File: config.mk
export PLATFORM = sky130hd
export DESIGN_NAME = codifica_hamming_tx_flat
export DESIGN_NICKNAME = d
export VERILOG_FILES = /design/src/rtl/hamming_pkg.sv /design/src/rtl/codifica_hamming_tx_if.sv /design/src/rtl/codifica_hamming.sv /design/src/rtl/codifica_hamming_tx.sv /design/src/flat_wrapper.sv
export SDC_FILE = /design/constraint.sdc
export NUM_CORES = 1
export LEC_CHECK = 0
export BUFFER_PORTS_ARGS = -buffer_cell sky130_fd_sc_hd__buf_2
export CAP_MARGIN = 20
export CORE_MARGIN = 2
export CORE_UTILIZATION = 52
export CTS_BUF_LIST = sky130_fd_sc_hd__clkbuf_4
export DETAILED_ROUTE_END_ITERATION = 10
export GPL_ROUTABILITY_DRIVEN = 0
export GPL_TIMING_DRIVEN = 1
export PLACE_DENSITY_LB_ADDON = 0.15
export SYNTH_ARGS = -nofsm -noshare
export SYNTH_HDL_FRONTEND = slang
export SYNTH_SLANG_ARGS = --single-unit
File: constraint.sdc
create_clock -name clk -period 5.44 [get_ports clk]
set_clock_uncertainty 0.1 [all_clocks]
set_input_delay 0.816 -clock clk [delete_from_list [all_inputs] [get_ports clk]]
set_output_delay 0.816 -clock clk [all_outputs]
set_load 0.01 [all_outputs]
File: src/rtl/hamming_pkg.sv
// rtl/hamming_pkg.sv - Hamming(15,11) constants, FSM state encoding and parity function
package hamming_pkg;

    localparam int W_DADO   = 11;
    localparam int W_CODIGO = 15;

    localparam int POS_P14 = 14;
    localparam int POS_P13 = 13;
    localparam int POS_P11 = 11;
    localparam int POS_P7  = 7;

    typedef enum logic {
        OCIOSO    = 1'b0,
        TRANSMITE = 1'b1
    } estado_t;

    // Returns {p14, p13, p11, p7}, even parity over the covered data bits.
    function automatic logic [3:0] calcula_paridade(input logic [W_DADO-1:0] d);
        logic p14, p13, p11, p7;
        p14 = d[10] ^ d[9] ^ d[7] ^ d[6] ^ d[4] ^ d[2] ^ d[0];
        p13 = d[10] ^ d[8] ^ d[7] ^ d[5] ^ d[4] ^ d[1] ^ d[0];
        p11 = d[9]  ^ d[8] ^ d[7] ^ d[3] ^ d[2] ^ d[1] ^ d[0];
        p7  = d[6]  ^ d[5] ^ d[4] ^ d[3] ^ d[2] ^ d[1] ^ d[0];
        return {p14, p13, p11, p7};
    endfunction

endpackage

File: src/rtl/codifica_hamming_tx_if.sv
// rtl/codifica_hamming_tx_if.sv - word handshake into the Hamming transmitter (HAMMING_INJ_ERRO_EN adds fault injection)
interface codifica_hamming_tx_if;
    import hamming_pkg::*;

    logic [W_DADO-1:0] dado;
    logic              dado_valido;
    logic              dado_pronto;
`ifdef HAMMING_INJ_ERRO_EN
    logic              inj_erro;
    logic [3:0]        inj_pos;

    modport master (output dado, output dado_valido, output inj_erro, output inj_pos, input dado_pronto);
    modport slave  (input dado, input dado_valido, input inj_erro, input inj_pos, output dado_pronto);
`else
    modport master (output dado, output dado_valido, input dado_pronto);
    modport slave  (input dado, input dado_valido, output dado_pronto);
`endif

endinterface

File: src/rtl/codifica_hamming.sv
// rtl/codifica_hamming.sv - combinational Hamming(15,11) encoder, layout shared with corrige_hamming
module codifica_hamming
    import hamming_pkg::*;
(
    input  logic [W_DADO-1:0]   dado,
    output logic [W_CODIGO-1:0] codigo
);

    logic [3:0] paridade;

    assign paridade = calcula_paridade(dado);

    assign codigo[POS_P14] = paridade[3];
    assign codigo[POS_P13] = paridade[2];
    assign codigo[12]      = dado[10];
    assign codigo[POS_P11] = paridade[1];
    assign codigo[10:8]    = dado[9:7];
    assign codigo[POS_P7]  = paridade[0];
    assign codigo[6:0]     = dado[6:0];

endmodule

File: src/rtl/codifica_hamming_tx.sv
// rtl/codifica_hamming_tx.sv - Hamming(15,11) serial transmitter, MSB first; HAMMING_INJ_ERRO_EN enables bit-flip injection
module codifica_hamming_tx
    import hamming_pkg::*;
#(
    parameter int DIVISOR = 1
) (
    input  logic                  clk,
    input  logic                  rst_n,
    codifica_hamming_tx_if.slave  entrada,
    output logic [W_CODIGO-1:0]   codigo,
    output logic                  tx_bit,
    output logic                  tx_quadro,
    output logic                  fim
);

    localparam logic [7:0] DIV_FIM = 8'(DIVISOR - 1);
    localparam logic [3:0] BIT_FIM = 4'(W_CODIGO - 1);

    estado_t             estado;
    logic [W_CODIGO-1:0] desloca;
    logic [3:0]          cnt_bit;
    logic [7:0]          cnt_div;
    logic [W_CODIGO-1:0] codigo_limpo;
    logic [W_CODIGO-1:0] codigo_tx;

    codifica_hamming u_codifica (
        .dado   (entrada.dado),
        .codigo (codigo_limpo)
    );

`ifdef HAMMING_INJ_ERRO_EN
    // inj_pos = 15 falls outside the codeword and leaves it untouched.
    always_comb begin
        codigo_tx = codigo_limpo;
        if (entrada.inj_erro && entrada.inj_pos != 4'd15) begin
            codigo_tx[entrada.inj_pos] = ~codigo_limpo[entrada.inj_pos];
        end
    end
`else
    assign codigo_tx = codigo_limpo;
`endif

    always_ff @(posedge clk or negedge rst_n) begin
        if (!rst_n) begin
            estado              <= OCIOSO;
            entrada.dado_pronto <= 1'b1;
            codigo              <= '0;
            desloca             <= '0;
            tx_bit              <= 1'b0;
            tx_quadro           <= 1'b0;
            fim                 <= 1'b0;
            cnt_bit             <= '0;
            cnt_div             <= '0;
        end else begin
            fim <= 1'b0;
            case (estado)
                OCIOSO: begin
                    if (entrada.dado_valido) begin
                        codigo              <= codigo_tx;
                        desloca             <= codigo_tx;
                        tx_bit              <= codigo_tx[W_CODIGO-1];
                        tx_quadro           <= 1'b1;
                        entrada.dado_pronto <= 1'b0;
                        cnt_bit             <= '0;
                        cnt_div             <= '0;
                        estado              <= TRANSMITE;
                    end
                end
                TRANSMITE: begin
                    if (cnt_div == DIV_FIM) begin
                        cnt_div <= '0;
                        if (cnt_bit == BIT_FIM) begin
                            tx_bit              <= 1'b0;
                            tx_quadro           <= 1'b0;
                            entrada.dado_pronto <= 1'b1;
                            fim                 <= 1'b1;
                            estado              <= OCIOSO;
                        end else begin
                            desloca <= {desloca[W_CODIGO-2:0], 1'b0};
                            tx_bit  <= desloca[W_CODIGO-2];
                            cnt_bit <= cnt_bit + 4'd1;
                        end
                    end else begin
                        cnt_div <= cnt_div + 8'd1;
                    end
                end
                default: estado <= OCIOSO;
            endcase
        end
    end

endmodule

File: src/flat_wrapper.sv
// flat-port wrapper written by rule: the top's interface ports become plain ports
module codifica_hamming_tx_flat import hamming_pkg::*;
#(
    parameter int DIVISOR = 1
)
  (clk, rst_n, codigo, tx_bit, tx_quadro, fim, entrada_dado, entrada_dado_valido, entrada_dado_pronto);
  codifica_hamming_tx_if entrada_i ();
  input  logic clk;
  input  logic rst_n;
  output logic [W_CODIGO-1:0] codigo;
  output logic tx_bit;
  output logic tx_quadro;
  output logic fim;
  input wire logic [$bits(entrada_i.dado)-1:0] entrada_dado;
  input wire logic [$bits(entrada_i.dado_valido)-1:0] entrada_dado_valido;
  output wire logic [$bits(entrada_i.dado_pronto)-1:0] entrada_dado_pronto;
  assign entrada_i.dado = entrada_dado;
  assign entrada_i.dado_valido = entrada_dado_valido;
  assign entrada_dado_pronto = entrada_i.dado_pronto;
  codifica_hamming_tx #(.DIVISOR(DIVISOR)) u_core (.clk(clk), .rst_n(rst_n), .entrada(entrada_i), .codigo(codigo), .tx_bit(tx_bit), .tx_quadro(tx_quadro), .fim(fim));
endmodule
==> impl_results.md, run 1 <==
- Slew @ Worst Pin: 976.8 ps
- Die W: 70.18 um
- Clk pwr share: 14.4%
- CTS Root Buffer Type: clkbuf_4
- Sw power: 405.0 uW
- Seq pwr share: 51.1%
- Crit path DAT: 2910 ps
- Final Hold Vio Count: 0
- Antenna diodes: 0
- Mapped Nets: 238
- Worst vdd rail ir drop: 0.2140 mV
- Longest Clk Path Bufs: 2
- Final setup violating endpoints: 0
- Final Hold Slack: 272.6 ps
- Vias in the first global route: 1601
- Total core area: 4294 um2
- Async SR Flop Fraction: 100.0%
- Max Freq: 363.0 MHz
- Post-CTS Hold Fix Bufs: 0
- Wirelength per Cell: 13.85 um
- Top Family by Delay on Critical Path: flip-flops
- Comb pwr share: 34.5%
- Layout cells sized above 1: 19.05%
- Pwr dens: 440.8 nW/um2
- Post-CTS Setup Bufs: 0
- Post-DP HPWL: 2.910 mm
- Fillers: 380
- Post-synth top area cell: dfrtp_1
- Total power: 1.119 mW
- Post-synth EDFFs: 0
- Internal Power: 713.9 uW
- TNS Setup: 0 ps
- Initial Util: 53.03%
- Worst setup SP type: register
- Fin crit share: 50.63%
- Chip height: 70.18 um
- CP Max Fanout: 28
- Slew headroom: 34.88%
- RSZ-0062 raised after global routing: no
- Slowest CP cell: dfrtp_1
- Layout Nets: 269
- Setup CP Type: register to register
- Routed vias: 1578
- Post-Route WL: 4.209 mm
- MaxCap Viol Count: 0
- GRT Overall Usage: 19.97%
- Critical Path, Cell by Cell: nand4_1, a41oi_4, mux2_2
- Sw Share: 36.20%
- CTS tree: done
- Post-synth top area share: 49.45%
- Sink Count: 46
- Vias/cell: 5.191
- Synthesized area per cell: 10.35 um2
- Top FF cell, synth: dfrtp_1
- Remaining Overflow, GRT: 0
- Placed inst area: 2465 um2
- Yosys cell types: 33
- IO buf count: 32
- DR pass1 iterations: 4
- Synth warnings: 0
- Hold Crit Class: primary input to async pin
- Total die area: 4925 um2
- Pleak: 1.377 nW
- Crit end category: register
- Antenna Nets Post-Route: 0
- CTS buffer count: 5
- # rows: 24
- H-tree depth: 2
- IO Pins: 33
- Worst Path Required: 5590 ps
- Most common cell after layout, fill and taps aside: nand2_1
- First-pass GRT wire length: 7.652 mm
- Final instance area: 2539 um2
- Syn Std Cell Area: 2277 um2
- Synthesis-to-layout area growth: 11.48%
- Top cells by area, synth: dfrtp_1, nand2_1, mux2i_1
- Clk_lat worst skew: 360 ps
- Largest net degree at the start of global routing: 47
- Delay of the slowest critical-path stage: 1010 ps
- Status: finished, final reports clean
- Sequential area share after synthesis: 50.60%
- Final slew viol count: 0
- Bufs and invs on worst path: 0
- 1st-iter DRT viols: 100
- Fin crit period: 2754 ps
- Most frequent cells in the layout: nand2_1, dfrtp_1, buf_2
- Antenna violations before repair: 0
- Syn Inst Count: 220
- Post-CTS sizing: 0
- Reg clk slew, reported paths: 130 ps
- Synth Register Bits: 46
- DRC violations left: 0
## Yosys cell counts, types with 3 or more instances
cell type and number:
a21oi_1 6, a22o_1 4, nand4_1 3, mux2i_1 16, o21ai_0 20, buf_2 5
clkbuf_1 4, nand2_1 62, inv_1 6, dfrtp_1 45, ha_1 4, xnor2_1 6
nand3_1 5, nor2_1 4, xnor3_1 6
## metal layers
layer  part of all wire, %  GRT usage [%]
met1                    51          27.76
met2                    45          31.85
met3                   3.2          4.762
met4                   1.2          5.128
met5                     0              0
## sequential cells by signal, indices dropped and copies added, names as in the netlist
register                    cells
u_core.desloca                 14
u_core.codigo                  15
u_core.cnt_div                  8
u_core.tx_quadro                1
u_core.entrada.dado_pronto      1
u_core.estado                   1
u_core.tx_bit                   1
u_core.cnt_bit                  4
u_core.fim                      1
## path summary, 6_finish.rpt
kind / startpoint / slack, ps / end / cells past startpoint
setup / recovery: u_core.estado$_DFF_PN0_ / 2690 / u_core.desloca[13]$_DFFE_PN0P_ / 3
hold / removal: rst_n / 270 / u_core.cnt_bit[1]$_DFFE_PN0P_ / 1
setup reg to reg: u_core.estado$_DFF_PN0_ / 2690 / u_core.desloca[13]$_DFFE_PN0P_ / 3
hold reg to reg: u_core.codigo[10]$_DFFE_PN0P_ / 380 / u_core.codigo[10]$_DFFE_PN0P_ / 2
max in group asynchronous: rst_n / 4390 / u_core.entrada.dado_pronto$_DFFE_PN1P_ / 2
min in group clk: u_core.codigo[10]$_DFFE_PN0P_ / 380 / u_core.codigo[10]$_DFFE_PN0P_ / 2
## worst reg2reg max path, cell delays in order, from the launching register on
cell	delay, ps
dfrtp_1	1010
nand4_1	440
a41oi_4	700
mux2_2	410
## cells by family (layout without fill, tap and decap cells)
family | Yosys count | in the layout | share of synthesized area [%]
and+or+nand+nor | 87 | 87 | 17.53
buffers and inverters | 16 | 48 | 2.966
muxes | 18 | 18 | 8.022
adders and majority gates | 4 | 4 | 2.198
AOI/OAI and AO/OA | 36 | 36 | 10.06
DFF | 46 | 46 | 50.60
xor gates and xnor gates | 13 | 13 | 8.626
## power by group through the flow
stage	Clock, mW	Combinational (mW)	Sequential [mW]
CTS	0.168	0.392	0.572
global route	0.185	0.445	0.592
finish	0.161	0.386	0.572
global placement	0	0.380	0.577
detailed placement	0	0.392	0.577
floorplan	0	0.266	0.580
## layout make-up
| cell class | instances | area [um2] | share of cell area, % |
|---|---|---|---|
| sequential | 46 | 1152 | 45.39 |
| clock buffer | 6 | 45.04 | 1.774 |
| clock inverter | 2 | 8.758 | 0.3450 |
| inverter | 6 | 22.52 | 0.8871 |
| timing repair buffer | 34 | 187.7 | 7.393 |
| tap | 52 | 65.06 | 2.563 |
| multi-input combinational | 158 | 1057 | 41.65 |
## per-stage QoR
stage	setup WS (ps)	cells	utilization, %
finish	2686	304	59.12
global route	2500	304	59.12
CTS	2655	303	58.65
detailed placement	2675	295	57.40
global placement	2758	295	57.40
floorplan	3321	220	-
No activity file was read; power rests on OpenSTA's default activity.
==> inputs of run 2 (changes only) <==
- clock period: 5.44 -> 2.7 ns (I/O delays scaled with it)
==> run 2 against run 1 <==
Net effect: critical path depth up 3; count of clock-buffer cells in the layout unchanged; non-clock buffer count up 4; largest cell class unchanged; highest routed layer unchanged; via count up 2.8%; clock power up 100%; setup slack worse by 2000 ps; sequential cell count unchanged; register-to-register slack worse by 2000 ps; global-route usage down 0.24 points; critical endpoint is now u_core.cnt_div[6]$_DFFE_PN0P_; sequential power up 100%; fmax up 34%; cell count up 1.3%.
==> impl_results.md, run 2 (synthesized netlist as in run 1, its figures left out) <==
- Final Hold Vio Count: 0 (unchanged)
- Internal Power: 1.444 mW (+100%)
- Sw Share: 36.41% (+0.22 points)
- Longest Clk Path Bufs: 2 (unchanged)
- CTS buffer count: 5 (unchanged)
- Max Freq: 486.7 MHz (+34%)
- Post-DP HPWL: 3.148 mm (+8.2%)
- H-tree depth: 2 (unchanged)
- Max reg flops: 15 (unchanged)
- Pwr dens: 887.4 nW/um2 (+100%)
- Reg clk slew, reported paths: 130 ps (about the same)
- Hold Crit Class: primary input to register
- Delay of the slowest critical-path stage: 440 ps (-570 ps)
- Die W: 70.18 um (unchanged)
- Vias in the first global route: 1599 (-0.12%)
- Hold depth: 3
- Largest net degree at the start of global routing: 27 (-43%)
- Worst vdd rail ir drop: 0.4685 mV (+120%)
- Post-CTS Setup Bufs: 0 (unchanged)
- Vias/cell: 5.266 (+1.5%)
- Post-Route WL: 4.469 mm (+6.2%)
- Fin crit period: 2055 ps (-699.9 ps)
- GRT Overall Usage: 19.73% (-0.24 points)
- Worst setup SP type: register
- Slew @ Worst Pin: 863.2 ps (-113.6 ps)
- Crit end category: register
- Setup CP Type: register to register
- Reg2reg setup slack: 650 ps (-2040 ps)
- Routed vias: 1622 (+2.8%)
- Slew headroom: 42.33% (+7.4 points)
- First-pass GRT wire length: 7.672 mm (+0.26%)
- Remaining Overflow, GRT: 0 (unchanged)
- RSZ-0062 raised after global routing: no
- Fin crit share: 76.09% (+25 points)
- Post-CTS sizing: 0 (unchanged)
- Crit path DAT: 2220 ps (-690 ps)
- Clk_lat worst skew: 360 ps (about the same)
- Clk pwr share: 14.3% (about the same)
- Final slew viol count: 0 (unchanged)
- Sw power: 826.8 uW (+100%)
- MaxCap Viol Count: 0 (unchanged)
- Most frequent cells in the layout: nand2_1, dfrtp_1, buf_2
- Synthesis-to-layout area growth: 12.36%
- Final setup violating endpoints: 0 (unchanged)
- Layout cells sized above 1: 19.92% (+0.87 points)
- Worst Path Required: 2860 ps (-2730 ps)
- Total core area: 4294 um2 (unchanged)
- Largest regs: u_core.codigo (15), u_core.desloca (14), u_core.cnt_div (8)
- Pleak: 1.389 nW (+0.88%)
- # rows: 24 (unchanged)
- Worst r2r src: u_core.cnt_div[0]$_DFFE_PN0P_
- DRC violations left: 0 (unchanged)
- Sink of the worst hold path: u_core.codigo[10]$_DFFE_PN0P_
- Crit path launch: u_core.cnt_div[0]$_DFFE_PN0P_
- Chip height: 70.18 um (unchanged)
- Layout Nets: 273 (+1.5%)
- Sink Count: 46 (unchanged)
- Placed inst area: 2495 um2 (+1.2%)
- Status: finished, final reports clean
- 1st-iter DRT viols: 90 (-10%)
- TNS Setup: 0 ps (unchanged)
- Final instance area: 2559 um2 (+0.79%)
- Antenna diodes: 0 (unchanged)
- CTS Root Buffer Type: clkbuf_4
- DR pass1 iterations: 4 (unchanged)
- Slowest CP cell: dfrtp_1
- R2R depth: 6 (+3)
- Antenna violations before repair: 0 (unchanged)
- CTS tree: done
- Most flops, register: u_core.codigo
- Initial Util: 53.03% (unchanged)
- Comb pwr share: 34.9% (+0.4 points)
- CP Max Fanout: 13 (-54%)
- Hold Crit Start: entrada_dado[9]
- IO Pins: 33 (unchanged)
- Seq pwr share: 50.8% (-0.3 points)
- R2R Path End: u_core.cnt_div[6]$_DFFE_PN0P_
- Wirelength per Cell: 14.51 um (+4.8%)
- Critical Path, Cell by Cell: inv_1, ha_1, nor4b_4, a21boi_1, a21o_1, a22o_1
- IO buf count: 32 (unchanged)
- Antenna Nets Post-Route: 0 (unchanged)
- Most common cell after layout, fill and taps aside: nand2_1
- Total die area: 4925 um2 (unchanged)
run 2: cell count changes in the layout (fill, tap and decap cells not counted), sizes merged:
cell         delta
buf             +3
dlygate4sd3     +1
run 2: timing repair:
| item | 4_1_cts | 5_1_grt |
|---|---|---|
| setup endpoints to repair | 0 | 0 |
| hold buffers | 1 | 0 |
| hold endpoints to repair | 20 | 0 |
run 2: final cells by class:
class,instances,area (um2)
Multi-Input combinational cell,158,1057
Clock buffer,6,45.04
Sequential cell,46,1152
Inverter,6,22.52
Timing Repair Buffer,38,207.7
Tap cell,52,65.06
Fill cell,388,1735
Clock inverter,2,8.758
run 2: power by group through the flow:
| stage | Combinational, mW | Clock (mW) | Sequential (mW) |
|---|---|---|---|
| after floorplan | 0.536 | 0 | 1.17 |
| after global routing | 0.908 | 0.364 | 1.19 |
| after CTS | 0.807 | 0.337 | 1.15 |
| final | 0.792 | 0.325 | 1.15 |
| after detailed placement | 0.807 | 0 | 1.16 |
| after global placement | 0.780 | 0 | 1.16 |
run 2: worst max path at each step:
stage,endpoint,cells past startpoint
final,u_core.cnt_div[6]$_DFFE_PN0P_,6
after global placement,u_core.cnt_div[6]$_DFFE_PN0P_,6
after CTS,u_core.cnt_div[6]$_DFFE_PN0P_,6
after global routing,u_core.cnt_div[5]$_DFFE_PN0P_,6
after detailed placement,u_core.cnt_div[6]$_DFFE_PN0P_,6
after floorplan,u_core.cnt_bit[3]$_DFFE_PN0P_,6
run 2: routing by layer:
| layer | vias up | global-route usage, % | wire (um) |
|---|---|---|---|
| li1 | 811 | - | - |
| met1 | 781 | 28.75 | 2254 |
| met2 | 28 | 30.16 | 2041 |
| met3 | 2 | 4.040 | 152 |
| met4 | 0 | 5.769 | 20 |
| met5 | - | 0 | 0 |
run 2: worst max-delay path, delay by kind of cell (launching register included):
kind	cells	cell delay [ps]
buffers and inverters	1	90
AO/OA/AOI/OAI	3	820
adder cells (fa/ha/maj)	1	150
flip-flops	1	440
AND/OR/NAND/NOR	1	360
run 2: through the flow:
| step | power, mW | instances | worst slack (ps) | util (%) | hold WS [ps] |
|---|---|---|---|---|---|
| after CTS | 2.298 | 308 | 640.3 | 59.59 | 176.4 |
| after global routing | 2.465 | 308 | 478.7 | 59.59 | 182.9 |
| after floorplan | 1.704 | 220 | 953.6 | - | 9.409 |
| final | 2.271 | 308 | 645.4 | 59.59 | 187.4 |
| after global placement | 1.941 | 299 | 720.9 | 58.10 | 294.6 |
| after detailed placement | 1.968 | 299 | 667.6 | 58.10 | 290.7 |
==> inputs of run 3 (changes only) <==
- clock period: 2.7 -> 1.65 ns (I/O delays scaled with it)
==> run 3 against run 2 <==
Net effect: largest power group is now combinational cells; the run now ends with negative setup slack left; hold slack got worse by 150 ps; sequential share of layout area decreased by 5.7 points; non-clock buffer count increased by 34; cell count increased by 11%; power increased by 89%; die area unchanged; first-iteration DRC count decreased by 33%; setup slack got worse by 770 ps.
==> impl_results.md, run 3 (synthesized netlist as in run 1, its figures left out) <==
- Status: complete, but fails checks
- Failing checks: negative setup slack
- Final Hold Vio Count: 0 (unchanged)
- Antenna diodes: 0 (unchanged)
- Pleak: 1.569 nW (+13%)
- Final core utilization: 68.27% (+8.7 points)
- First-pass GRT wire length: 8.252 mm (+7.6%)
- Antenna violations before repair: 0 (unchanged)
- Final slew viol count: 0 (unchanged)
- Placed cells: 328 (+9.7%)
- CP Max Fanout: 5 (-8)
- CTS tree: done
- Hold Crit Class: primary input to register
- Worst Path Required: 1790 ps (-1070 ps)
- RSZ-0062 raised after global routing: yes
- Layout cells sized above 1: 35.17% (+15 points)
- Wirelength per Cell: 13.87 um (-4.4%)
- Fin crit period: 1778 ps (-276.1 ps)
- Fillers: 355 (-8.5%)
- Routed vias: 1764 (+8.8%)
- Most flops, register: u_core.codigo
- Crit end category: register
- Crit path DAT: 1920 ps (-300 ps)
- Initial Util: 53.03% (unchanged)
- Layout Nets: 307 (+12%)
- CTS Root Buffer Type: clkbuf_4
- IO Pins: 33 (unchanged)
- 1st-iter DRT viols: 60 (-33%)
- Reg2reg setup slack: -130 ps (-770 ps)
- Vias/cell: 5.158 (-2.1%)
- Synthesis-to-layout area growth: 28.74%
- DRC violations left: 0 (unchanged)
- Sink Count: 46 (unchanged)
- TNS Setup: -1236 ps (-1236 ps)
- Post-DP HPWL: 3.368 mm (+7.0%)
- Final Hold Slack: 33.19 ps (-154.2 ps)
- H-tree depth: 2 (unchanged)
- Final setup violating endpoints: 22 (+22)
- Longest Clk Path Bufs: 2 (unchanged)
- Max Freq: 562.3 MHz (+16%)
- Largest net degree at the start of global routing: 47 (+74%)
- Largest regs: u_core.codigo (15), u_core.desloca (14), u_core.cnt_div (8)
- Final instance area: 2932 um2 (+15%)
- Remaining Overflow, GRT: 0 (unchanged)
- Setup CP Type: register to register
- Reg clk slew, reported paths: 130 ps (about the same)
- Slowest CP cell: dfrtp_1
- Worst setup SP type: register
- Fin crit share: 107.8% (+32 points)
- Total die area: 4925 um2 (unchanged)
- MaxCap Viol Count: 0 (unchanged)
- Most common cell after layout, fill and taps aside: nand2_1
- Total core area: 4294 um2 (unchanged)
- Critical Path, Cell by Cell: inv_2, ha_4, nor4b_4, buf_4, a41oi_4, mux2i_1, o21ai_1
- # rows: 24 (unchanged)
- GRT Overall Usage: 21.54% (+1.8 points)
- Fin worst setup slack: -128.5 ps (-773.9 ps)
- Delay of the slowest critical-path stage: 390 ps (-50 ps)
- Antenna Nets Post-Route: 0 (unchanged)
- Max reg flops: 15 (unchanged)
- Slew headroom: 65.30% (+23 points)
- DR pass1 iterations: 5 (+1)
- Vias in the first global route: 1759 (+10%)
- Die W: 70.18 um (unchanged)
- Post-Route WL: 4.744 mm (+6.2%)
- CTS buffer count: 5 (unchanged)
- Worst vdd rail ir drop: 0.7239 mV (+55%)
- Final std cells w/o fill: 342 (+11%)
- Bufs and invs on worst path: 2 (+1)
- Most frequent cells in the layout: nand2_1, dfrtp_1, buf_4
- IO buf count: 32 (unchanged)
- Placed inst area: 2738 um2 (+9.7%)
- Slew @ Worst Pin: 519.4 ps (-343.8 ps)
- Clk_lat worst skew: 360 ps (about the same)
- Top Family by Delay on Critical Path: compound AO/OA/AOI/OAI gates
- Chip height: 70.18 um (unchanged)
- Pwr dens: 1460 nW/um2 (+65%)
-- run 3: changes by cell type in the layout (fill, tap and decap cells not counted), moves of 2 or more --
cell	change
nand2_1	-7
o21ai_2	+3
nand2_2	+6
o21ai_1	+9
buf_6	+4
buf_12	+2
o21ai_0	-12
ha_1	-2
inv_1	-2
buf_4	+28
inv_2	+2
-- run 3: report_power, final --
part           total (mW)  leakage, nW  internal [mW]  switching (mW)
logic                1.92        0.957           1.01           0.918
registers            1.82        0.579           1.56           0.261
clock network       0.537       0.0331          0.177           0.359
total                4.28         1.57           2.74            1.54
-- run 3: final cells by class --
type / instances / area (um2) / area share (%)
Inverter: 6 / 22.52 / 0.7682
Timing Repair Buffer: 72 / 503.0 / 17.16
Multi-Input combinational cell: 158 / 1135 / 38.71
Clock inverter: 2 / 8.758 / 0.2988
Tap cell: 52 / 65.06 / 2.219
Sequential cell: 46 / 1152 / 39.31
Clock buffer: 6 / 45.04 / 1.536
-- run 3: path summary, 6_finish.rpt --
kind	start	endpoint	depth (start not counted)
max in group asynchronous	rst_n	u_core.entrada.dado_pronto$_DFFE_PN1P_	3
min	entrada_dado[3]	u_core.codigo[3]$_DFFE_PN0P_	3
min reg2reg	u_core.codigo[9]$_DFFE_PN0P_	u_core.codigo[9]$_DFFE_PN0P_	2
max reg2reg	u_core.cnt_div[0]$_DFFE_PN0P_	u_core.desloca[7]$_DFFE_PN0P_	7
max	u_core.cnt_div[0]$_DFFE_PN0P_	u_core.desloca[7]$_DFFE_PN0P_	7
min in group asynchronous	rst_n	u_core.cnt_bit[2]$_DFFE_PN0P_	3
-- run 3: what timing repair did --
item | 4_1_cts | 5_1_grt
cloned | 0 | 0
gates resized for setup | 13 | 25
setup endpoints to repair | 26 | 29
hold buffers | 1 | 0
pin swaps | 2 | 7
hold endpoints to repair | 45 | 0
setup buffers | 2 | 3
-- run 3: metal layers --
metal / up-vias / wire, um / GRT usage [%]
li1: 882 / - / -
met1: 846 / 2260 / 29.19
met2: 30 / 2250 / 34.81
met3: 6 / 155 / 5.051
met4: 0 / 77 / 6.410
met5: - / 0 / 0
-- run 3: metrics by stage --
step                setup WS, ps  total power, mW
CTS                       -106.0            4.134
global route              -216.3            4.609
floorplan                 -51.80            2.788
detailed placement        -155.1            3.505
global placement          -84.78            3.460
finish                    -128.5            4.281
-- run 3: tightest hold or removal path: stages --
cell and delay, ps:
buf_2 130, nand2_1 60, nand2_1 40
